--- src/rtl/arc4_pkg.sv ---
// Shared types, sizes and key-byte helper for the ARC4 ciphertext writer.
package arc4_pkg;

    localparam int          S_SIZE    = 256;
    localparam int          KEY_BYTES = 3;
    localparam int          KEY_BITS  = 8 * KEY_BYTES;
    localparam logic [7:0]  LAST_IDX  = 8'(S_SIZE - 1);

    typedef enum logic [3:0] {
        ST_IDLE,
        ST_KSA,
        ST_LEN_RD,
        ST_LEN_WAIT,
        ST_LEN_WR,
        ST_P_RD_I,
        ST_P_WAIT_I,
        ST_P_RD_J,
        ST_P_WAIT_J,
        ST_P_WR_I,
        ST_P_WR_J,
        ST_P_RD_PAD,
        ST_P_WAIT_PAD,
        ST_P_WR_CT,
        ST_DONE
    } wr_state_e;

    typedef enum logic [2:0] {
        KS_IDLE,
        KS_INIT,
        KS_RD_I,
        KS_WAIT_I,
        KS_RD_J,
        KS_WAIT_J,
        KS_WR_I,
        KS_WR_J
    } ksa_state_e;

    // Key bytes are taken big-endian: index 0 is the most significant byte.
    function automatic logic [7:0] keybyte(input logic [KEY_BITS-1:0] key, input logic [1:0] idx);
        case (idx)
            2'd0:    keybyte = key[KEY_BITS-1  -: 8];
            2'd1:    keybyte = key[KEY_BITS-9  -: 8];
            2'd2:    keybyte = key[KEY_BITS-17 -: 8];
            default: keybyte = 8'd0;
        endcase
    endfunction

endpackage

--- src/rtl/arc4_ksa_seq.sv ---
// INIT (S[i]=i) and ARC4 key schedule sequencer. Emits next-cycle S-port requests;
// the owner registers them and grants the port for the whole run.
module arc4_ksa_seq
    import arc4_pkg::*;
(
    input  logic                clk,
    input  logic                rst_n,
    input  logic                start_i,
    input  logic                grant_i,
    input  logic [KEY_BITS-1:0] key_i,
    input  logic [7:0]          s_rddata_i,
    output logic [7:0]          s_addr_o,
    output logic [7:0]          s_wrdata_o,
    output logic                s_wren_o,
    output logic                done_o
);

    ksa_state_e state_q, state_d;
    logic [7:0] i_q, i_d;
    logic [7:0] j_q, j_d;
    logic [7:0] si_q, si_d;
    logic [1:0] kidx_q, kidx_d;
    logic [7:0] j_next_s;

    assign j_next_s = j_q + s_rddata_i + keybyte(key_i, kidx_q);

    // State register
    always_ff @(posedge clk or negedge rst_n) begin
        if (!rst_n) begin
            state_q <= KS_IDLE;
        end else begin
            state_q <= state_d;
        end
    end

    // Next state; the sequencer freezes whenever the port is not granted
    always_comb begin
        state_d = state_q;
        if (state_q == KS_IDLE) begin
            state_d = start_i ? KS_INIT : KS_IDLE;
        end else if (grant_i) begin
            case (state_q)
                KS_INIT:   state_d = (i_q == LAST_IDX) ? KS_RD_I : KS_INIT;
                KS_RD_I:   state_d = KS_WAIT_I;
                KS_WAIT_I: state_d = KS_RD_J;
                KS_RD_J:   state_d = KS_WAIT_J;
                KS_WAIT_J: state_d = KS_WR_I;
                KS_WR_I:   state_d = KS_WR_J;
                KS_WR_J:   state_d = (i_q == LAST_IDX) ? KS_IDLE : KS_RD_I;
                default:   state_d = KS_IDLE;
            endcase
        end else begin
            state_d = state_q;
        end
    end

    // Port requests and datapath next values
    always_comb begin
        i_d        = i_q;
        j_d        = j_q;
        si_d       = si_q;
        kidx_d     = kidx_q;
        s_addr_o   = 8'd0;
        s_wrdata_o = 8'd0;
        s_wren_o   = 1'b0;
        done_o     = 1'b0;
        case (state_q)
            KS_IDLE: begin
                if (start_i) begin
                    i_d    = 8'd0;
                    j_d    = 8'd0;
                    kidx_d = 2'd0;
                end else begin
                    i_d    = i_q;
                end
            end
            KS_INIT: begin
                s_addr_o   = i_q;
                s_wrdata_o = i_q;
                s_wren_o   = grant_i;
                i_d        = grant_i ? (i_q + 8'd1) : i_q;
            end
            KS_RD_I: begin
                s_addr_o = i_q;
            end
            KS_RD_J: begin
                s_addr_o = j_next_s;
                if (grant_i) begin
                    si_d = s_rddata_i;
                    j_d  = j_next_s;
                end else begin
                    si_d = si_q;
                end
            end
            KS_WR_I: begin
                s_addr_o   = i_q;
                s_wrdata_o = s_rddata_i;
                s_wren_o   = grant_i;
            end
            KS_WR_J: begin
                s_addr_o   = j_q;
                s_wrdata_o = si_q;
                s_wren_o   = grant_i;
                if (grant_i) begin
                    i_d    = i_q + 8'd1;
                    kidx_d = (kidx_q == 2'(KEY_BYTES - 1)) ? 2'd0 : (kidx_q + 2'd1);
                    done_o = (i_q == LAST_IDX);
                end else begin
                    i_d    = i_q;
                end
            end
            default: begin
                s_wren_o = 1'b0;
            end
        endcase
    end

    // Datapath registers
    always_ff @(posedge clk or negedge rst_n) begin
        if (!rst_n) begin
            i_q    <= 8'd0;
            j_q    <= 8'd0;
            si_q   <= 8'd0;
            kidx_q <= 2'd0;
        end else begin
            i_q    <= i_d;
            j_q    <= j_d;
            si_q   <= si_d;
            kidx_q <= kidx_d;
        end
    end

endmodule

--- src/rtl/arc4_ct_writer.sv ---
// ARC4-encrypts a length-prefixed PT buffer into CT. Optional CT_CHECKSUM_EN adds ct_sum,
// the XOR of every byte written to CT.
module arc4_ct_writer
    import arc4_pkg::*;
#(
    parameter int KEY_W  = 24,
    parameter int ADDR_W = 8
) (
    input  logic              clk,
    input  logic              rst_n,
    input  logic              en,
    output logic              rdy,
    input  logic [KEY_W-1:0]  key,
    output logic [ADDR_W-1:0] s_addr,
    output logic [7:0]        s_wrdata,
    output logic              s_wren,
    input  logic [7:0]        s_rddata,
    output logic [ADDR_W-1:0] pt_addr,
    input  logic [7:0]        pt_rddata,
    output logic [ADDR_W-1:0] ct_addr,
    output logic [7:0]        ct_wrdata,
    output logic              ct_wren
`ifdef CT_CHECKSUM_EN
    ,
    output logic [7:0]        ct_sum
`endif
);

    wr_state_e         state_q, state_d;
    logic [KEY_W-1:0]  key_q, key_d;
    logic [7:0]        len_q, len_d, i_q, i_d, j_q, j_d;
    logic [7:0]        si_q, si_d, sj_q, sj_d, k_q, k_d;
    logic [ADDR_W-1:0] s_addr_q, s_addr_d, pt_addr_q, pt_addr_d, ct_addr_q, ct_addr_d;
    logic [7:0]        s_wrdata_q, s_wrdata_d, ct_wrdata_q, ct_wrdata_d;
    logic              s_wren_q, s_wren_d, ct_wren_q, ct_wren_d, rdy_q, rdy_d;
    logic              accept_s, ksa_grant_s, ksa_done_s, ksa_wren_s;
    logic [7:0]        ksa_addr_s, ksa_wrdata_s, j_next_s, pad_addr_s;

    assign accept_s    = en && rdy_q;
    assign ksa_grant_s = (state_q == ST_KSA);
    assign j_next_s    = j_q + s_rddata;
    assign pad_addr_s  = si_q + sj_q;

    arc4_ksa_seq u_ksa (
        .clk        (clk),
        .rst_n      (rst_n),
        .start_i    (accept_s),
        .grant_i    (ksa_grant_s),
        .key_i      (key_q),
        .s_rddata_i (s_rddata),
        .s_addr_o   (ksa_addr_s),
        .s_wrdata_o (ksa_wrdata_s),
        .s_wren_o   (ksa_wren_s),
        .done_o     (ksa_done_s)
    );

    // State register
    always_ff @(posedge clk or negedge rst_n) begin
        if (!rst_n) begin
            state_q <= ST_IDLE;
        end else begin
            state_q <= state_d;
        end
    end

    // Next state
    always_comb begin
        state_d = state_q;
        case (state_q)
            ST_IDLE:       state_d = accept_s ? ST_KSA : ST_IDLE;
            ST_KSA:        state_d = ksa_done_s ? ST_LEN_RD : ST_KSA;
            ST_LEN_RD:     state_d = ST_LEN_WAIT;
            ST_LEN_WAIT:   state_d = ST_LEN_WR;
            ST_LEN_WR:     state_d = (pt_rddata == 8'd0) ? ST_DONE : ST_P_RD_I;
            ST_P_RD_I:     state_d = ST_P_WAIT_I;
            ST_P_WAIT_I:   state_d = ST_P_RD_J;
            ST_P_RD_J:     state_d = ST_P_WAIT_J;
            ST_P_WAIT_J:   state_d = ST_P_WR_I;
            ST_P_WR_I:     state_d = ST_P_WR_J;
            ST_P_WR_J:     state_d = ST_P_RD_PAD;
            ST_P_RD_PAD:   state_d = ST_P_WAIT_PAD;
            ST_P_WAIT_PAD: state_d = ST_P_WR_CT;
            ST_P_WR_CT:    state_d = (k_q == len_q) ? ST_DONE : ST_P_RD_I;
            ST_DONE:       state_d = ST_IDLE;
            default:       state_d = ST_IDLE;
        endcase
    end

    // Next values of the registered memory ports and PRGA datapath
    always_comb begin
        key_d       = key_q;
        len_d       = len_q;
        i_d         = i_q;
        j_d         = j_q;
        si_d        = si_q;
        sj_d        = sj_q;
        k_d         = k_q;
        s_addr_d    = s_addr_q;
        s_wrdata_d  = s_wrdata_q;
        s_wren_d    = 1'b0;
        pt_addr_d   = pt_addr_q;
        ct_addr_d   = ct_addr_q;
        ct_wrdata_d = ct_wrdata_q;
        ct_wren_d   = 1'b0;
        rdy_d       = (state_d == ST_IDLE);
        case (state_q)
            ST_IDLE: begin
                key_d = accept_s ? key : key_q;
            end
            ST_KSA: begin
                s_addr_d   = ADDR_W'(ksa_addr_s);
                s_wrdata_d = ksa_wrdata_s;
                s_wren_d   = ksa_wren_s;
            end
            ST_LEN_RD: begin
                pt_addr_d = {ADDR_W{1'b0}};
            end
            ST_LEN_WR: begin
                len_d       = pt_rddata;
                ct_addr_d   = {ADDR_W{1'b0}};
                ct_wrdata_d = pt_rddata;
                ct_wren_d   = 1'b1;
                i_d         = 8'd0;
                j_d         = 8'd0;
                k_d         = 8'd1;
            end
            ST_P_RD_I: begin
                i_d      = i_q + 8'd1;
                s_addr_d = ADDR_W'(i_q + 8'd1);
            end
            ST_P_RD_J: begin
                si_d     = s_rddata;
                j_d      = j_next_s;
                s_addr_d = ADDR_W'(j_next_s);
            end
            ST_P_WR_I: begin
                sj_d       = s_rddata;
                s_addr_d   = ADDR_W'(i_q);
                s_wrdata_d = s_rddata;
                s_wren_d   = 1'b1;
            end
            ST_P_WR_J: begin
                s_addr_d   = ADDR_W'(j_q);
                s_wrdata_d = si_q;
                s_wren_d   = 1'b1;
            end
            // Pad lookup and the matching PT byte are fetched together
            ST_P_RD_PAD: begin
                s_addr_d  = ADDR_W'(pad_addr_s);
                pt_addr_d = ADDR_W'(k_q);
            end
            ST_P_WR_CT: begin
                ct_addr_d   = ADDR_W'(k_q);
                ct_wrdata_d = pt_rddata ^ s_rddata;
                ct_wren_d   = 1'b1;
                k_d         = k_q + 8'd1;
            end
            default: begin
                s_wren_d = 1'b0;
            end
        endcase
    end

    // Datapath and output registers
    always_ff @(posedge clk or negedge rst_n) begin
        if (!rst_n) begin
            key_q       <= {KEY_W{1'b0}};
            len_q       <= 8'd0;
            i_q         <= 8'd0;
            j_q         <= 8'd0;
            si_q        <= 8'd0;
            sj_q        <= 8'd0;
            k_q         <= 8'd0;
            s_addr_q    <= {ADDR_W{1'b0}};
            s_wrdata_q  <= 8'd0;
            s_wren_q    <= 1'b0;
            pt_addr_q   <= {ADDR_W{1'b0}};
            ct_addr_q   <= {ADDR_W{1'b0}};
            ct_wrdata_q <= 8'd0;
            ct_wren_q   <= 1'b0;
            rdy_q       <= 1'b1;
        end else begin
            key_q       <= key_d;
            len_q       <= len_d;
            i_q         <= i_d;
            j_q         <= j_d;
            si_q        <= si_d;
            sj_q        <= sj_d;
            k_q         <= k_d;
            s_addr_q    <= s_addr_d;
            s_wrdata_q  <= s_wrdata_d;
            s_wren_q    <= s_wren_d;
            pt_addr_q   <= pt_addr_d;
            ct_addr_q   <= ct_addr_d;
            ct_wrdata_q <= ct_wrdata_d;
            ct_wren_q   <= ct_wren_d;
            rdy_q       <= rdy_d;
        end
    end

    assign rdy       = rdy_q;
    assign s_addr    = s_addr_q;
    assign s_wrdata  = s_wrdata_q;
    assign s_wren    = s_wren_q;
    assign pt_addr   = pt_addr_q;
    assign ct_addr   = ct_addr_q;
    assign ct_wrdata = ct_wrdata_q;
    assign ct_wren   = ct_wren_q;

`ifdef CT_CHECKSUM_EN
    logic [7:0] ct_sum_q, ct_sum_d;

    // Running XOR of every CT byte, cleared when a new run is accepted
    always_comb begin
        if (accept_s) begin
            ct_sum_d = 8'd0;
        end else if (ct_wren_d) begin
            ct_sum_d = ct_sum_q ^ ct_wrdata_d;
        end else begin
            ct_sum_d = ct_sum_q;
        end
    end

    // Checksum register
    always_ff @(posedge clk or negedge rst_n) begin
        if (!rst_n) begin
            ct_sum_q <= 8'd0;
        end else begin
            ct_sum_q <= ct_sum_d;
        end
    end

    assign ct_sum = ct_sum_q;
`endif

endmodule

--- config.mk ---
export PLATFORM = sky130hd
export DESIGN_NAME = arc4_ct_writer
export DESIGN_NICKNAME = d
export VERILOG_FILES = /design/src/rtl/arc4_pkg.sv /design/src/rtl/arc4_ksa_seq.sv /design/src/rtl/arc4_ct_writer.sv
export SDC_FILE = /design/constraint.sdc
export NUM_CORES = 1
export LEC_CHECK = 0
export ABC_AREA = 1
export ABC_CLOCK_PERIOD_IN_PS = 2600
export BUFFER_PORTS_ARGS = -buffer_cell sky130_fd_sc_hd__buf_2
export CAP_MARGIN = 0
export CORE_AREA = 2 2 146 133
export DETAILED_ROUTE_END_ITERATION = 7
export DIE_AREA = 0 0 148 135
export GPL_TIMING_DRIVEN = 0
export PLACE_DENSITY = 0.67
export SETUP_SLACK_MARGIN = 0.3
export SLEW_MARGIN = 20
export SYNTH_ARGS = -nofsm -noshare
export SYNTH_HDL_FRONTEND = slang
export SYNTH_SLANG_ARGS = --single-unit
--- constraint.sdc ---
create_clock -name clk -period 2.6 [get_ports clk]
set_clock_uncertainty 0.05 [all_clocks]
set_input_delay 0.65 -clock clk [delete_from_list [all_inputs] [get_ports clk]]
set_output_delay 0.65 -clock clk [all_outputs]
set_load 0.05 [all_outputs]
# Word-level counts from Yosys, hierarchy flattened
# Cells that the tools add are included.
[totals] mem_bits_rw=0 out_inout_bits=43 latch_bits=0 input_bits=43 n_memories=0 rom_bits=0 register_bits=148 wordCells=120
[classes] reduce_logical=26 bitwise=1 addsub=8 mux=36 n_eq_ne=28 n_mul=0 order_cmp=0 div_mod_pow=0 n_shift=0
[ops] cell="$pmux 8 s2" count=8
[ops] cell="$pmux 8 s3" count=4
[ops] cell="$pmux 4 s14" count=1
[ops] cell="$pmux 8 s6" count=1
[ops] cell="$add 8x8->8" count=4
[ops] cell="$add 8x1->8 const B" count=3
[ops] cell="$eq 4x4->1 const B" count=6
[ops] cell="$mux 8" count=3
[ops] cell="$pmux 3 s7" count=1
[ops] cell="$eq 4x3->1 const B" count=4
[ops] cell="$reduce_bool 2->1" count=8
[ops] cell="$eq 3x3->1 const B" count=4
[ops] cell="$mux 2" count=6
[ops] cell="$reduce_and 3->1" count=3
[ops] cell="$eq 4x2->1 const B" count=2
[ops] cell="$eq 8x8->1" count=1
[ops] cell="$eq 8x8->1 const B" count=1
[ops] cell="$logic_not 4->1" count=2
[ops] cell="$logic_not 8->1" count=1
[ops] cell="$mux 4" count=2
[ops] cell="$xor 8x8->8" count=1
[ops] cell="$eq 3x2->1 const B" count=2
[ops] cell="$mux 1" count=6
[ops] cell="$mux 3" count=2
[ops] cell="17 further kinds" count=23

# Depth between registers and ports, before layout
[depth] depth_word=6 depth_mapped=19

# Hierarchy
# A second synthesis with hierarchy kept.
[unflattened] cells_unflattened=1067 area_unflattened_um2=8466.9
[by_module_without_submodules] mod="arc4_ct_writer" n_inst=1 seq_area_each_um2=2979.1 cells_each=745 area_each_um2=6197.2
[by_module_without_submodules] mod="arc4_ksa_seq" n_inst=1 seq_area_each_um2=725.7 cells_each=322 area_each_um2=2269.7

# Worst setup path after synthesis
# OpenSTA, ideal clock, no wires.
[synth_path] path_type="reg-to-reg" from="reg u_ksa.kidx_q[0]" to="reg s_addr_q[5], in the netlist s_addr[5]" synth_period_minus_slack_ns=2.676 path_slack_ns=-0.076 arrival_ns=2.508 stages_incl_launch_ff=19 cell_sequence="dfrtp_1 -> inv_1 -> nor2_1 -> nand2_1 -> nand3_1 -> fa_1 -> ha_1 -> inv_1 -> fa_1 -> inv_1 -> a21oi_1 -> xor2_1 -> inv_1 -> nand2_1 -> nand2_1 -> nand2_1 -> nand2_1 -> nor2_1 -> nor2_1"
[synth_via] elab_chain_cells=5
[synth_rtl] item="start, declared" line_no="arc4_ksa_seq.sv:22" source="logic [1:0] kidx_q, kidx_d;"
[synth_rtl] item="start signal, assigned" line_no="arc4_ksa_seq.sv:129" source="kidx_q <= kidx_d;"
[synth_rtl] item="$eq 2x2->1 (tied with other cells)" line_no="arc4_pkg.sv:40" source="case (idx)"
[synth_rtl] item="$pmux 8 s3 *" line_no="arc4_pkg.sv:40"
[synth_rtl] item="$add 8x8->8 *" line_no="arc4_ksa_seq.sv:25" source="assign j_next_s = j_q + s_rddata_i + keybyte(key_i, kidx_q);"
[synth_rtl] item="$pmux 8 s3 *" line_no="arc4_ksa_seq.sv:67" source="case (state_q)"
[synth_rtl] item="$pmux 8 s6 *" line_no="arc4_ct_writer.sv:106" source="case (state_q)"
[synth_rtl] item="end signal, assigned" line_no="arc4_ct_writer.sv:174" source="s_addr_q <= {ADDR_W{1'b0}};"
[synth_rtl] item="end signal, assigned" line_no="arc4_ct_writer.sv:190" source="s_addr_q <= s_addr_d;"
[synth_rtl] item="end, declared" line_no="arc4_ct_writer.sv:33" source="logic [ADDR_W-1:0] s_addr_q, s_addr_d, pt_addr_q, pt_addr_d, ct_addr_q, ct_addr_d;"
# Every way passes the cells marked *; elsewhere a longest branch is shown, timed or not.
# A chain may end at the register's enable or synchronous reset.

# Worst setup path after layout
[layout_path] from="reg u_ksa.kidx_q[1]" to="reg s_addr_q[6], in the netlist s_addr[6]"
# Same word-level chain as after synthesis.

==> results.ini <==
[global_routing]
grt_use_met2_pct = 34.7
gr-usage-met1_pct = 34.7
grt.busiest_layer = met2
grt_max_degree = 84
overflow = 0
antenna_found_initial = 0
grt_use_total_pct = 23.6
met3_usage_pct = 4.63
grt_pass1_wl_um = 36700
first_global_vias = 6949

[layout]
multi_input_area_um2 = 4160
final_cell_mix = nand2_1, dfrtp_1, inv_1
num_antenna_cells = 0
finalNetCount = 1192
layout_commonest_cell = nand2_1
final_cells = 1374
final_cell_area_um2 = 9990
fillers = 1713
syn_to_final_growth_pct = 22.2
seqCellArea_um2 = 3710
drive_gt1_share_pct = 23.1

[status]
violations = setup timing
status = complete, but fails checks

[floorplanning]
ios = 86
dieArea_um2 = 20000
core_area_um2 = 18300
dieWidth_um = 148
start_util_pct = 44.6
num_rows = 47
die_y_um = 135

[routing]
ant_nets = 0
vias_per_cell = 5.38
drt_first_pass_iters = 5
first_iter_violations = 572
wl_per_cell_um = 16.5
wirelength_um = 22700
vias = 7386
route.detailed.drc = 0

[sta]
period_needed_ns = 2.91
hold_violations = 0
finalSetupTns_ns = -1.93
setup_ws_ns = -0.310
slew_headroom_pct = 55.9
fmax_ghz = 0.344
rsz0062_at_grt = true
setup_viol = 11
drv_slew = 0
timing.final.crit_share_pct = 112
worstMarginPinSlew_ns = 0.659

[setup_path]
reg2reg_slack_ns = -0.31
required_ns = 2.87
cp-start-kind = flop
crit_path_max_fanout = 4
path_class = reg2reg
reg2reg_depth = 18
startpoint = u_ksa.kidx_q[1]$_DFFE_PN0P_
critPathArrivalTime_ns = 3.18
timing.rr.start = u_ksa.kidx_q[1]$_DFFE_PN0P_
end_kind = flop

[logic_synthesis]
synth-seq-area-share_pct = 45.3
ys_types = 47
synth_fp_nets = 1062
syn_area_per_cell_um2 = 8.30
synthAdderAreaFrac_pct = 5.97
synth_compound_area_share_pct = 14.1
yosysTopAreaCell = dfrtp_1
synthCells = 986
synth.area.mux_share_pct = 3.17
synth_warnings = 0
synth-edff-count = 0
synth_top_area_share_pct = 45.0
synthesis.area_um2 = 8180
synth_ff_type = dfrtp_1
synth-seq-cells = 148
synth_top_family_by_area = simple AND/OR/NAND/NOR gates
async_flop_share_pct = 100
synthTopCellsByArea = dfrtp_1, nand2_1, o21ai_0
synth-xor-area-share_pct = 1.61
synth-simple-area-share_pct = 23.3

[clock_network]
h-tree-depth = 4
cts_made_buffers = 17
clkTransAtPathRegs_ns = 0.07
cts_tree = done
cts_buffer_depth = 2
cts_hold_repair.buffers = 0
insertion_delay_ns = 0.44
clock-sinks = 148
clockRootBuffer = clkbuf_16

[placed_design]
gp_congestion = 0.927
dp_hpwl_um = 16500
dp_cells = 1317
dp_slack_ns = -0.386
io_buffer_count = 85
dpl_cell_area_um2 = 9050

[power]
p_leak_uw = 0.00503
ir_worst_vdd_mv = 0.410
p_total_uw = 5640
power_density_nw_per_um2 = 564

[min_path]
hold_class = in2async

[flow_run]
maxCapViolations = 0

[power by group]
| part | internal, uW | switching [uW] |
|---|---|---|
| Sequential | 2390 | 63.6 |
| Clock | 1280 | 1160 |
| Combinational | 268 | 475 |
[worst max-delay path: stages, from the launching register on]
cell	delay, ns
dfrtp_2	0.46
buf_6	0.14
nor2_4	0.18
buf_4	0.16
nand2_1	0.06
nand3_2	0.07
fa_1	0.42
ha_4	0.32
buf_12	0.10
a21oi_4	0.05
or2_4	0.24
nand3_2	0.05
nand2_1	0.07
nand3_2	0.11
nand2_2	0.08
nand2_1	0.09
nand2_1	0.06
nand2_1	0.05
nand2_1	0.05
[metal layers]
layer	wire length, um	vias up
met2	10000	228
li1	-	3561
met3	1440	33
met4	505	0
met5	0	-
met1	10700	3564
[area by class of cell]
cell class	instances	share of cell area [%]
multi-input cells	703	41.6
flip-flops and latches	148	37.1
repair buffers	111	6.97
inverters	114	4.28
clock buffers	17	4.26
well taps	245	3.07
clock inverters	15	1.58
plain buffers	21	1.11
[cell families after synthesis]
family	after synthesis
buffers and inverters	135
DFF	148
adders and majority gates	33
and+or+nand+nor	433
AOI/OAI and AO/OA	199
muxes	23
xor gates and xnor gates	15
[synth_stat cells, types with 9 or more instances]
cell,count
o22ai_1,15
nor3_1,9
nand4_1,12
ha_1,23
nand2_1,238
nor2_1,77
xnor2_1,12
o21ai_0,99
mux2_2,23
fa_1,10
nand3_1,70
o211ai_1,13
a22oi_1,12
buf_2,11
dfrtp_1,147
inv_2,9
a21oi_1,34
inv_1,105
[path summary, 6_finish.rpt]
kind	to
setup / recovery	s_addr[6]$_DFFE_PN0P_
hold / removal	key_q[7]$_DFFE_PN0P_
setup reg to reg	s_addr[6]$_DFFE_PN0P_
hold reg to reg	s_addr[7]$_DFFE_PN0P_
max in group asynchronous	ct_wrdata[3]$_DFFE_PN0P_
min in group clk	key_q[4]$_DFFE_PN0P_
[state kept, by name, summed over array words and instances, names as in the netlist, 8 cells and up]
signal / count
sj_q: 8
si_q: 8
ct_wrdata: 8
ct_addr: 8
u_ksa.si_q: 8
u_ksa.i_q: 8
pt_addr: 8
j_q: 8
key_q: 24
len_q: 8
s_addr: 8
k_q: 8
i_q: 8
s_wrdata: 8
u_ksa.j_q: 8
[stage by stage]
step                util [%]  hold slack [ns]
floorplan                  -            0.304
global placement        49.1            0.409
detailed placement      49.3            0.411
CTS                     54.0            0.131
global route            54.5            0.147
finish                  54.5            0.107
[what timing repair did]
item | CTS | global route
cloned | 0 | 0
setup endpoints to repair | 12 | 13
buffers inserted | 21 | 4
pin swaps | 31 | 14
gates resized for setup | 34 | 12
Power figures use the tool's default switching activity.
